[config.mk]
export PLATFORM = sky130hd
export DESIGN_NAME = gray_fifo_rd_ctrl
export DESIGN_NICKNAME = d
export VERILOG_FILES = /design/src/rtl/gray_fifo_rd_ctrl.sv
export SDC_FILE = /design/constraint.sdc
export NUM_CORES = 1
export LEC_CHECK = 0
export CAP_MARGIN = 10
export CORE_UTILIZATION = 36
export CTS_CLUSTER_SIZE = 24
export DETAILED_ROUTE_END_ITERATION = 8
export DONT_BUFFER_PORTS = 1
export HOLD_SLACK_MARGIN = 0.1
export MAX_ROUTING_LAYER = met4
export PLACE_DENSITY_LB_ADDON = 0.12
export SLEW_MARGIN = 20
export SYNTH_ARGS = -nofsm -noshare
export SYNTH_HDL_FRONTEND = slang
export SYNTH_SLANG_ARGS = --single-unit
[constraint.sdc]
create_clock -name iw_clk -period 2.8 [get_ports iw_clk]
set_input_delay 0.56 -clock iw_clk [delete_from_list [all_inputs] [get_ports iw_clk]]
set_output_delay 0.56 -clock iw_clk [all_outputs]
set_load 0.1 [all_outputs]
[src/rtl/gray_fifo_rd_ctrl.sv]
// Read-side pointer controller for a Gray-pointer FIFO: synchronizes the write
// pointer, owns the read pointer and produces empty/level/accept/valid/underflow.
module gray_fifo_rd_ctrl #(
    parameter int p_ADDR_WIDTH  = 4,
    parameter int p_SYNC_STAGES = 2
) (
    input  logic                    iw_clk,
    input  logic                    iw_reset,
    input  logic [p_ADDR_WIDTH:0]   iwv_wr_ptr_gray,
    input  logic                    iw_rd_en,
    output logic                    ow_rd_accept,
    output logic [p_ADDR_WIDTH-1:0] owv_rd_addr,
    output logic                    ow_rd_valid,
    output logic [p_ADDR_WIDTH:0]   owv_rd_ptr_gray,
    output logic                    ow_empty,
    output logic [p_ADDR_WIDTH:0]   owv_level,
    output logic                    ow_underflow
);

    localparam int PW = p_ADDR_WIDTH + 1;

    logic [PW-1:0] sync_q [p_SYNC_STAGES];
    logic [PW-1:0] rd_bin_q, rd_bin_d;
    logic [PW-1:0] rd_gray_q, rd_gray_d;
    logic [PW-1:0] level_q, level_d;
    logic [PW-1:0] wr_gray_s_d, wr_bin_s_d;
    logic          empty_q, empty_d;
    logic          valid_q;
    logic          underflow_q;

    function automatic logic [PW-1:0] gray2bin(input logic [PW-1:0] g);
        logic [PW-1:0] b;
        b[PW-1] = g[PW-1];
        for (int i = PW - 2; i >= 0; i--) begin
            b[i] = b[i+1] ^ g[i];
        end
        return b;
    endfunction

    assign ow_rd_accept = iw_rd_en & ~empty_q & ~iw_reset;

    // Flags are computed from the values about to be registered so that a read
    // and a newly synced write landing on the same edge are both accounted for.
    always_comb begin
        rd_bin_d    = rd_bin_q + PW'(ow_rd_accept);
        rd_gray_d   = rd_bin_d ^ (rd_bin_d >> 1);
        wr_gray_s_d = sync_q[p_SYNC_STAGES-2];
        wr_bin_s_d  = gray2bin(wr_gray_s_d);
        level_d     = wr_bin_s_d - rd_bin_d;
        empty_d     = (rd_gray_d == wr_gray_s_d);
    end

    always_ff @(posedge iw_clk) begin
        if (iw_reset) begin
            for (int i = 0; i < p_SYNC_STAGES; i++) begin
                sync_q[i] <= '0;
            end
            rd_bin_q    <= '0;
            rd_gray_q   <= '0;
            level_q     <= '0;
            empty_q     <= 1'b1;
            valid_q     <= 1'b0;
            underflow_q <= 1'b0;
        end else begin
            sync_q[0] <= iwv_wr_ptr_gray;
            for (int i = 1; i < p_SYNC_STAGES; i++) begin
                sync_q[i] <= sync_q[i-1];
            end
            rd_bin_q    <= rd_bin_d;
            rd_gray_q   <= rd_gray_d;
            level_q     <= level_d;
            empty_q     <= empty_d;
            valid_q     <= ow_rd_accept;
            underflow_q <= iw_rd_en & empty_q;
        end
    end

    assign owv_rd_addr     = rd_bin_q[p_ADDR_WIDTH-1:0];
    assign owv_rd_ptr_gray = rd_gray_q;
    assign owv_level       = level_q;
    assign ow_empty        = empty_q;
    assign ow_rd_valid     = valid_q;
    assign ow_underflow    = underflow_q;

endmodule

==> results.py <==
metrics = {
    "clocking": {
        "cts_setup_buffers": 0,
        "cts_root_buffer": "clkbuf_4",
        "ctsLongestPathBuffers": 2,
        "cts_sinks": 22,
        "cts_htree_levels": 1,
        "tritoncts": "done",
        "ctsResizeCount": 0,
        "holdBufCountCts": 0,
        "cts.clk_slew.worst_paths_ns": 0.12,
        "clk_latency_ns": 0.31,
        "cts_buffers": 3,
    },
    "global_route": {
        "antenna_found_initial": 0,
        "grt_max_degree": 24,
        "gr-total-overflow": 0,
        "grt_usage": 0.144,
        "grt_pass1_wl_um": 2810,
        "grt_pass1_vias": 632,
    },
    "sta": {
        "rsz0062_at_grt": "no",
        "fin_ws_ns": 0.233,
        "report.final.slew_viol_count": 0,
        "hold_viol_final": 0,
        "fin_tns_setup_ns": 0,
        "period_needed_ns": 2.57,
        "setup_viol": 0,
        "min_period_over_period": 0.917,
        "relSlewSlack": 0.368,
        "worst_pin_slew_ns": 0.947,
        "fmax_ghz": 0.390,
        "skew_ns": 0.00232,
    },
    "detailed_routing": {
        "routed_wl_um": 1700,
        "first_iter_violations": 6,
        "vias_per_cell": 4.82,
        "wl_per_cell_um": 12.4,
        "vias": 660,
        "ant_nets": 0,
        "drc": 0,
        "drt-pass1-iter-count": 4,
    },
    "worst_setup_path": {
        "crit_start": "sync_q[0][4]",
        "worstReg2RegStart": "sync_q[0][4]",
        "end_kind": "register",
        "slowest_stage": "fa_2",
        "arrival_ns": 2.79,
        "cp_max_fo": 2,
        "cp_common_cell": "xnor2_1",
        "start_kind": "register",
        "slowest_delay_ns": 0.37,
        "path_cells": "xnor2_1 > xnor2_1 > xor2_1 > xnor2_1 > ha_4 > inv_2 > fa_2 > a21o_1 > maj3_2 > xnor2_1 > nor2_1",
        "crit_type": "register to register",
        "worstPathRequired_ns": 3.02,
    },
    "layout": {
        "diodes": 0,
        "syn2layout_area_growth_pct": 23.0,
        "fin_nets": 122,
        "final_layout_size_suffix_gt1_frac": 0.252,
        "post-route-util": 0.481,
        "nFillCells": 271,
    },
    "placement": {
        "dp_slack_ns": 0.237,
        "routabilityCongestion": 0.704,
        "dp_hpwl_um": 1250,
        "numPortBuffers": 0,
    },
    "power_and_ir_drop": {
        "leakagePower_nw": 0.479,
        "power.density_nw_per_um2": 635,
        "vdd.ir_drop.worst_mv": 0.350,
    },
    "synth": {
        "syn_area_per_cell_um2": 10.4,
        "synth_warnings": 0,
        "yosysSeqAreaShare": 0.447,
        "synth_nets": 109,
        "ys_ff_latch": 22,
        "syn_area_um2": 986,
        "yosysUniqueCellTypes": 26,
        "syn_inst": 95,
    },
    "floorplan": {
        "die_y_um": 54.3,
        "fp-row-count": 18,
        "die_w_um": 54.3,
        "core_um2": 2520,
        "start_util": 0.391,
        "io_pins": 26,
        "die_area_um2": 2950,
    },
    "flow_run": {
        "maxCapViolCount": 0,
    },
    "min_path": {
        "hold_class": "primary input to register",
        "worstHoldStart": "iw_reset",
    },
    "run_status": {
        "outcome": "completed",
    },
}
layout by cell type (no fill, tap or decap):
master and n:
nor3b_1 1, clkbuf_4 3, and2_1 1, clkbuf_8 1, dfxtp_2 1, nor2b_1 7
o211ai_1 1, buf_4 10, a21oi_1 1, fa_2 1, inv_1 1, o21ai_0 1
and3b_1 2, inv_2 1, a41o_1 1, ha_4 4, o2bb2ai_2 1, maj3_2 1
inv_4 1, a21boi_1 1, xor2_1 4, dfxtp_1 21, nor2_1 13, xor2_2 1
a21o_1 2, xnor3_1 1, nor3b_4 1, nor3_1 1, ha_1 1, nand3_1 2
xnor2_1 14, nand2_1 4, xnor2_4 1
per-stage QoR:
| step | cell area (µm²) | hold WS (ns) | cells | power, mW |
|---|---|---|---|---|
| after floorplan | 1090 | 0.632 | 95 | 0.575 |
| after global placement | 1180 | 0.634 | 133 | 0.598 |
| after detailed placement | 1180 | 0.636 | 133 | 0.601 |
| after CTS | 1210 | 0.286 | 137 | 0.780 |
| after global routing | 1210 | 0.273 | 137 | 0.810 |
| final | 1210 | 0.297 | 137 | 0.770 |
synthesized netlist by cell type, drive strengths merged:
cell type	n	area (µm²)
a21o	2	15.0
and2	1	6.26
nor3b	2	15.0
fa	1	20.0
nand3	2	10.0
nor2	13	48.8
and3b	2	17.5
xnor3	1	22.5
xor2	5	51.3
xnor2	15	139
o2bb2ai	1	8.76
clkbuf	2	7.51
nor3	1	5.00
maj3	1	11.3
a21oi	1	5.00
inv	3	11.3
o211ai	1	7.51
a41o	1	10.0
nor2b	7	43.8
a21boi	1	7.51
ha	5	62.6
nand2	4	15.0
o21ai	1	5.00
dfxtp	22	440
power breakdown:
group | internal, mW | total (mW) | switching [mW]
combinational | 0.0665 | 0.135 | 0.0690
clock | 0.0795 | 0.178 | 0.0989
sequential | 0.335 | 0.456 | 0.121
final timing paths:
kind	end	slack [ns]	cells past startpoint
setup reg to reg	owv_level[4]	0.23	11
hold reg to reg	ow_empty	0.70	2
setup / recovery	owv_level[4]	0.23	11
hold / removal	sync_q[0][3]	0.30	1
state kept, by name, indices dropped and copies added (netlist names):
name,flops
sync_q,5
ow_underflow,1
owv_rd_ptr_gray,4
rd_bin_q,5
ow_empty,1
ow_rd_valid,1
owv_level,5
layout make-up:
type                       count  area [µm²]  share of cell area
timing repair buffer          10        75.1              0.0619
clock buffer                   4        36.3              0.0299
tap                           30        37.5              0.0310
multi-input combinational     68         608               0.502
inverter                       3        13.8              0.0114
sequential                    22         442               0.364
metal layers:
metal / track usage / vias to the layer above / wire, µm
met5: - / - / 0
met4: 0.0897 / 0 / 46
met3: 0.0278 / 5 / 96
met2: 0.224 / 23 / 751
met1: 0.170 / 302 / 803
li1: - / 330 / -
logic make-up after synthesis:
family / after synthesis / share of synthesized area
DFF: 22 / 0.447
adders and majority gates: 7 / 0.0952
and+or+nand+nor: 32 / 0.164
xor gates and xnor gates: 21 / 0.216
AOI/OAI and AO/OA: 8 / 0.0596
buffers and inverters: 5 / 0.0190
critical path: cells and delay by family (launching register included):
| family | cells | cell delay [ns] |
|---|---|---|
| adder cells (fa/ha/maj) | 3 | 0.84 |
| XOR/XNOR | 5 | 1.00 |
| AND/OR/NAND/NOR | 1 | 0.05 |
| buffers and inverters | 1 | 0.04 |
| AO/OA/AOI/OAI | 1 | 0.19 |
| flip-flops | 1 | 0.36 |
No activity file was read; power rests on OpenSTA's default activity.
